[src/rtl/shift_sequencer.sv]
// shift_sequencer: multi-cycle shifter controller, applies at most MAX_STEP positions per pass
// behind a START/BUSY/DONE handshake with a registered RESULT/ZERO.
module shift_sequencer #(
   parameter int MAX_STEP = 7
) (
   input  logic       CLK,
   input  logic       RESET,
   input  logic       START,
   input  logic [1:0] OPCODE,
   input  logic [7:0] DATA,
   input  logic [7:0] AMOUNT,
   output logic [7:0] RESULT,
   output logic       BUSY,
   output logic       DONE,
   output logic       ZERO
);
   typedef enum logic [1:0] {IDLE, SHIFT, FIN} state_t;
   state_t state_q, state_d;
   logic [7:0] acc_q, acc_d, result_q, result_d, shifted;
   logic [1:0] op_q, op_d;
   logic [3:0] rem_q, rem_d, eff, rem_left;
   logic [2:0] step;
   logic zero_q, zero_d;

   function automatic logic [7:0] shift_by(input logic [1:0] op, input logic [7:0] a, input logic [2:0] s);
      logic [15:0] rot;
      logic [7:0] sra;
      rot = {a, a} >> s;
      sra = $signed(a) >>> s;
      return op == 2'b00 ? a << s : op == 2'b01 ? a >> s : op == 2'b10 ? sra : rot[7:0];
   endfunction

   // rotates only need the low three bits; linear shifts saturate at a full clear
   assign eff = OPCODE == 2'b11 ? {1'b0, AMOUNT[2:0]} : AMOUNT > 8'd8 ? 4'd8 : AMOUNT[3:0];
   assign step = rem_q > 4'(MAX_STEP) ? 3'(MAX_STEP) : rem_q[2:0];
   assign rem_left = rem_q - {1'b0, step};
   assign shifted = shift_by(op_q, acc_q, step);

   always_comb begin
      state_d = state_q;
      acc_d = acc_q;
      op_d = op_q;
      rem_d = rem_q;
      result_d = result_q;
      zero_d = zero_q;
      case (state_q)
         IDLE: if (START) begin
            acc_d = DATA;
            op_d = OPCODE;
            rem_d = eff;
            state_d = eff == 4'd0 ? FIN : SHIFT;
            result_d = eff == 4'd0 ? DATA : result_q;
            zero_d = eff == 4'd0 ? DATA == 8'h00 : zero_q;
         end
         SHIFT: begin
            acc_d = shifted;
            rem_d = rem_left;
            state_d = rem_left == 4'd0 ? FIN : SHIFT;
            result_d = rem_left == 4'd0 ? shifted : result_q;
            zero_d = rem_left == 4'd0 ? shifted == 8'h00 : zero_q;
         end
         default: state_d = IDLE;
      endcase
   end

   always_ff @(posedge CLK or negedge RESET) begin
      if (!RESET) begin
         state_q <= IDLE;
         acc_q <= '0;
         op_q <= '0;
         rem_q <= '0;
         result_q <= '0;
         zero_q <= 1'b0;
      end else begin
         state_q <= state_d;
         acc_q <= acc_d;
         op_q <= op_d;
         rem_q <= rem_d;
         result_q <= result_d;
         zero_q <= zero_d;
      end
   end

   assign RESULT = result_q;
   assign ZERO = zero_q;
   assign BUSY = state_q == SHIFT;
   assign DONE = state_q == FIN;
endmodule

[config.mk]
export PLATFORM = sky130hd
export DESIGN_NAME = shift_sequencer
export DESIGN_NICKNAME = d
export VERILOG_FILES = /design/src/rtl/shift_sequencer.sv
export SDC_FILE = /design/constraint.sdc
export NUM_CORES = 1
export LEC_CHECK = 0
export ABC_AREA = 1
export BUFFER_PORTS_ARGS = -buffer_cell sky130_fd_sc_hd__buf_4
export CAP_MARGIN = 20
export CELL_PAD_IN_SITES_DETAIL_PLACEMENT = 0
export CELL_PAD_IN_SITES_GLOBAL_PLACEMENT = 1
export CORE_MARGIN = 3
export CORE_UTILIZATION = 36
export DETAILED_ROUTE_END_ITERATION = 8
export PLACE_DENSITY_LB_ADDON = 0.1
export SKIP_CTS_REPAIR_TIMING = 1
export SLEW_MARGIN = 20
export SYNTH_ARGS = -nofsm -noshare
export SYNTH_HDL_FRONTEND = slang
export SYNTH_SLANG_ARGS = --single-unit
[constraint.sdc]
create_clock -name CLK -period 2.1 [get_ports CLK]
set_clock_uncertainty 0.05 [all_clocks]
set_input_delay 0.105 -clock CLK [delete_from_list [all_inputs] [get_ports CLK]]
set_output_delay 0.105 -clock CLK [all_outputs]
set_load 0.01 [all_outputs]
-- Word-level counts from Yosys, hierarchy flattened
Cells that the tools add are included.
- bits in registers: 25
- bits of input ports: 21
- output and inout bits: 11
- logic and storage cells: 53
- add/subtract/negate cells: 1
- order comparisons: 2
- eq/ne operators: 8
- shifts and indexed selects: 4
- multiplexer cells: 22
- reductions and logical operators: 10
- operator list (cell ; count):
    8-bit two-way mux ; 7
    8-bit case mux with 2 select lines ; 2
    8-bit zero test ; 2
    16-bit by 3-bit right shift with 8-bit output ; 1
    4-bit two-way mux ; 3
    8-bit by 4-bit > comparator with 1-bit output, second input constant ; 1
    4-bit zero test ; 2
    4-bit case mux with 2 select lines ; 1
    8-bit by 3-bit left shift with 8-bit output ; 1
    8-bit by 3-bit right shift with 8-bit output ; 1
    8-bit by 3-bit >>> shifter with 8-bit output ; 1
    2-bit equality test, second input constant ; 3
    2-bit two-way mux ; 3
    2-bit by 1-bit equality test with 1-bit output, second input constant ; 2
    4-bit by 3-bit > comparator with 1-bit output, second input constant ; 1
    2-bit zero test ; 2
    2-bit inequality test, second input constant ; 2
    2-bit case mux with 2 select lines ; 1
    2-bit AND reduction ; 2
    4-bit AND reduction ; 1
    4-bit by 3-bit subtractor with 4-bit output ; 1
    1-bit two-way mux ; 3
    3-bit two-way mux ; 1
    2-bit by 1-bit inequality test with 1-bit output, second input constant ; 1
    2 further kinds ; 2

-- Longest topological paths before layout
- depth in word-level cells: 9
- depth in mapped cells: 16
- depth with buffers taken out: 15

-- Least setup slack after synthesis
No wires, ideal clock.
- kind: register -> register
- from: register rem_q[3]
- to: register result_q[1] (netlist: RESULT[1])
- setup time: 127 ps
- data arrival time: 1738 ps
- data required time: 1923 ps
- setup slack: 184 ps
- stages on the path, launching flop included: 12
- buffers on the path: 2
- clock period less this slack: 1916 ps
- cells stage by stage: dfrtp_1 -> buf_6 -> inv_2 -> nor2_1 -> inv_1 -> ha_1 -> xor2_1 -> o21ai_0 -> nand3_2 -> buf_2 -> nand2_1 -> o21ai_0
- longest elaborated chain between the ends: 8
- elaborated cells between the ends (all ways): 15
- those cells by class: add/sub (1); order compare (1); eq/ne (1); shift (4); mux (6); reduce/logical (2)
- ends and longest elaborated chain (element ; RTL line ; text):
    start: declaration ; 21 ; logic [3:0] rem_q, rem_d, eff, rem_left;
    start signal: assignment ; 78 ; rem_q <= rem_d;
    4-bit by 3-bit > comparator with 1-bit output ; 35 ; assign step = rem_q > 4'(MAX_STEP) ? 3'(MAX_STEP) : rem_q[2:0];
    3-bit two-way mux ; 35 ;
    16-bit by 3-bit right shift with 8-bit output or 8-bit by 3-bit >>> shifter with 8-bit output (tied branches) ; 28, 29 ;
    8-bit two-way mux (3 in a row) ; 30 ; return op == 2'b00 ? a << s : op == 2'b01 ? a >> s : op == 2'b10 ? sra : rot[7:0];
    8-bit two-way mux ; 59 ; result_d = rem_left == 4'd0 ? shifted : result_q;
    8-bit case mux with 2 select lines ; 46 ; case (state_q)
    end signal: assignment ; 79 ; result_q <= result_d;
    end: declaration ; 19 ; logic [7:0] acc_q, acc_d, result_q, result_d, shifted;
Parallel ways exist; a longest one is shown, timed or not. The select of a mux whose other input is x is not followed.
A chain may end at the register's enable or synchronous reset.

-- Final worst setup path
- from: register rem_q[3]
- to: register acc_q[3]
- longest elaborated chain between the ends: 7
- elaborated cells between the ends (all ways): 10
- those cells by class: order compare (1); shift (4); mux (5)
- ends and longest elaborated chain (element ; RTL line ; text):
    4-bit by 3-bit > comparator with 1-bit output (*) ; 35 ;
    3-bit two-way mux (*) ; 35 ;
    16-bit by 3-bit right shift with 8-bit output or 8-bit by 3-bit >>> shifter with 8-bit output (tied branches) ; 28, 29 ;
    8-bit two-way mux (2 in a row) ; 30 ;
    8-bit two-way mux (*) ; 30 ;
    8-bit case mux with 2 select lines (*) ; 46 ;
    end signal: assignment ; 69 ; acc_q <= '0;
    end signal: assignment ; 76 ; acc_q <= acc_d;
    end: declaration ; 19 ;
Mark *: on every way between the ends. The rest lies on a longest branch, timed or not.

==> run summary <==
The HPWL after detailed placement is 5020 um. The logs give 2 for the maximum buffer depth of the clock tree and 5 for the detailed-routing iteration count for the pre-antenna-repair pass. Timing startpoint of the critical path: rem_q[3]. At the pin with the least slew margin, the transition time is 0.489 ns. The standard cell area after detailed placement is 0.00250 mm2, and the required time of the critical path is 2.20 ns.

In this run the standard cell core region covers 0.00527 mm2. The max-cap violation count is 0, and the count of standard-cell rows is 26. Worst-path cell with the longest stage delay: dfrtp_1.

The number of top-level pins was 32; the sequential share of the synthesized area was 30.8%. The count of nets left with antenna violations once routing finished came out at 0. The pin count of the biggest net entering global routing was 26.

By instance count, the leading cell after synthesis is nand2_1. Summed over all layers, the routed wires come to 6160 um. First-pass GRT wire length: 10,100 um.

The global placer's final weighted congestion was 0.881. The logs give 0 for the remaining global-route overflow and 3 for the number of buffers created by CTS. Data on the critical path arrives at its endpoint at 2.12 ns. The die is 81.1 um wide. The number of max-slew violations in the final report was 0; the area enclosed by the die boundary was 0.00658 mm2. Headroom to the max-slew limit came out at 67.3%. The time the final worst path needs with I/O delays and setup was 2.02 ns; the overall die height was 81.1 um.

The capture point of the worst reg-to-reg path was acc_q[3]. The number of synthesized flops with an enable pin works out to 0. The flow ran to the end, and the final reports show no timing, DRC or antenna violations. TritonCTS built the clock tree. Relative to the synthesized area, the layout overhead comes to 29.3%. The synthesized net count is 345.

Once layout is done, the placed cells without fillers occupy 0.00263 mm2. Summed over all cells, the static leakage comes to 0.00138 uW. Dividing the detail-routed via count by the number of cells gives 5.03.

For this run, the post-layout net count is 400. The worst setup path is captured at a flip-flop. The top cell type by area accounts for 30.8% of the synthesized area.

Of all nets on the critical path, the largest fanout is 9. In this run the register-to-register setup slack is 0.08 ns. In the final routed layout, each cell accounts on average for 13.8 um.

The start of the worst register-to-register path is rem_q[3]. The logs give 25 for the number of sinks driven by the clock tree and 0 for the final hold violation count. For this run, design rule violations remaining after detail routing come to 0.

The post-synthesis cell type with the largest combined area is dfrtp_1. The critical path is of the reg -> reg type. The run gives 92 as the number of DRC markers in iteration 0. Cell at the root of the clock tree: clkbuf_8. Across all layers, the routed design uses 2,245 vias. The number of port buffers works out to 31. The share of async-settable or async-resettable flops after synthesis was 100%; the timing-limited maximum frequency was 495 MHz. Once the floorplan was initialized, standard cells occupied 38.5% of the core.

The Yosys step of the flow raised 0 warnings. 0 antenna diodes ended up in the layout. The most used flip-flop cell after synthesis is dfrtp_1. Once layout is complete, the utilization of the core stands at 49.8%.

The overall power came out at 5110 uW. Setup repair after global routing could not meet its margin everywhere. Worst hold slack: 0.0000185 ns.

After synthesis, the cell types taking the most area are dfrtp_1 31%, nand2_1 22%, nand3_1 9.9%, o21ai_0 5.9%, inv_1 5.0%. In the finished design, the share of the clock period the worst path needs comes to 96.2%. The synthesized netlist contains 35 unique library cells. The global routing usage summed across all routing layers is 19.8%, and the cell area after technology mapping is 0.00203 mm2. The tools report the end point of the critical path as acc_q[3]. Startpoint type of the worst setup path: a flip-flop. The clock transition at the register clock pins on the worst setup and hold paths after CTS is 0.09 ns.

The min-delay analysis places its worst path in the category in -> reg. The number of cells on the worst reg-to-reg path is 13. The final-report setup violation count was 0. The commonest cells after synthesis are 120 x nand2_1, 40 x nand3_1, 27 x inv_1. In this design, the stage delay of the slowest critical-path cell is 0.43 ns.

The H-tree depth reported by CTS is 1. The synthesized design contains 25 register bits. The worst-case IR drop observed on VDD is 0.000733 V.

The power density normalized to cell area was 1950 mW/mm2; the fraction of layout cells with a size suffix above 1 was 25.0%. Traced cell by cell, the critical path runs through buf_12 -> nor2_4 -> buf_12 -> nand2_1 -> nand3_1 -> nand3_1 -> nand3_1 -> nand2_1 -> inv_1 -> nor2_2 -> nand2_1 -> o21ai_1 -> o21ai_0. Synthesis produced 322 cells. Averaged over all synthesized cells, the footprint is 6.31 um2. The initial antenna violation count is 0, and the via count of the first global-routing pass is 2,143. For the clock insertion delay at the later pin of the skew report, the log shows 0.27 ns.
worst max-delay path, delay by kind of cell, from the launching register on:
family	cells	cell delay, ns
simple gates	8	0.80
compound gates	2	0.27
flops	1	0.43
buf+inv	3	0.35
power breakdown:
group	internal (uW)	switching, uW
logic	1540	2330
registers	729	233
clock network	136	148
state kept, by name (all words and copies together), names as in the netlist:
| signal | count |
|---|---|
| ZERO | 1 |
| op_q | 2 |
| acc_q | 8 |
| state_q | 2 |
| rem_q | 4 |
| RESULT | 8 |
how the worst min path moves through the flow:
stage	from	end	slack, ns	depth (start not counted)
after detailed placement	RESET	RESULT[2]	-0.02	1
after floorplan	RESET	RESULT[0]	-0.24	0
final	OPCODE[0]	op_q[0]	0.00002	3
after global placement	RESET	acc_q[1]	-0.02	1
after global routing	OPCODE[1]	op_q[1]	0.03	3
after CTS	RESET	RESULT[0]	-0.31	1
cells in the final DEF, fill, tap and decap left out, types with 2 or more instances in the layout:
cell,instances
a21oi_1,7
nand2_2,6
dfrtp_1,24
clkbuf_8,3
nand2_1,118
a21oi_2,3
o21ai_1,12
ha_1,2
nor4_1,2
buf_4,54
o21ai_0,14
nand3_2,2
nor2_4,4
nand4_1,3
nor2_2,5
o22ai_1,2
nor3_1,3
o21ai_2,4
inv_1,27
nand3_1,39
inv_2,4
nor2_1,19
buf_12,3
per-stage QoR:
step | setup TNS (ns) | setup WS [ns] | cells
final | 0 | 0.0797 | 446
after global routing | -0.208 | -0.0780 | 446
after CTS | -0.0482 | -0.0442 | 442
after detailed placement | -0.0177 | -0.0177 | 438
after global placement | -0.125 | -0.0939 | 438
after floorplan | 0 | 0.184 | 322
kinds of logic after synthesis:
logic type      count (synthesis)  share of synthesized area, %
fa+ha+maj                       2                          1.23
xor+xnor                        1                         0.431
compound gates                 47                          12.8
mux                             1                         0.493
buf+inv                        42                          9.55
flops                          25                          30.8
simple gates                  204                          44.7
layer usage:
metal  vias up  wire length, um  global-route usage (%)
met2        65             2980                    33.6
met1      1018             2800                    26.5
met5         -                0                       0
li1       1156                -                       -
met4         0               89                    5.41
met3         6              285                    2.66
area by class of cell:
| type | count | area [um2] |
|---|---|---|
| clock buffer | 4 | 45.0 |
| inverter | 32 | 123 |
| fill | 571 | 2650 |
| tap | 70 | 87.6 |
| multi-input combinational | 256 | 1260 |
| sequential | 25 | 627 |
| timing repair buffer | 59 | 487 |
(Power assumes the default switching activity.)
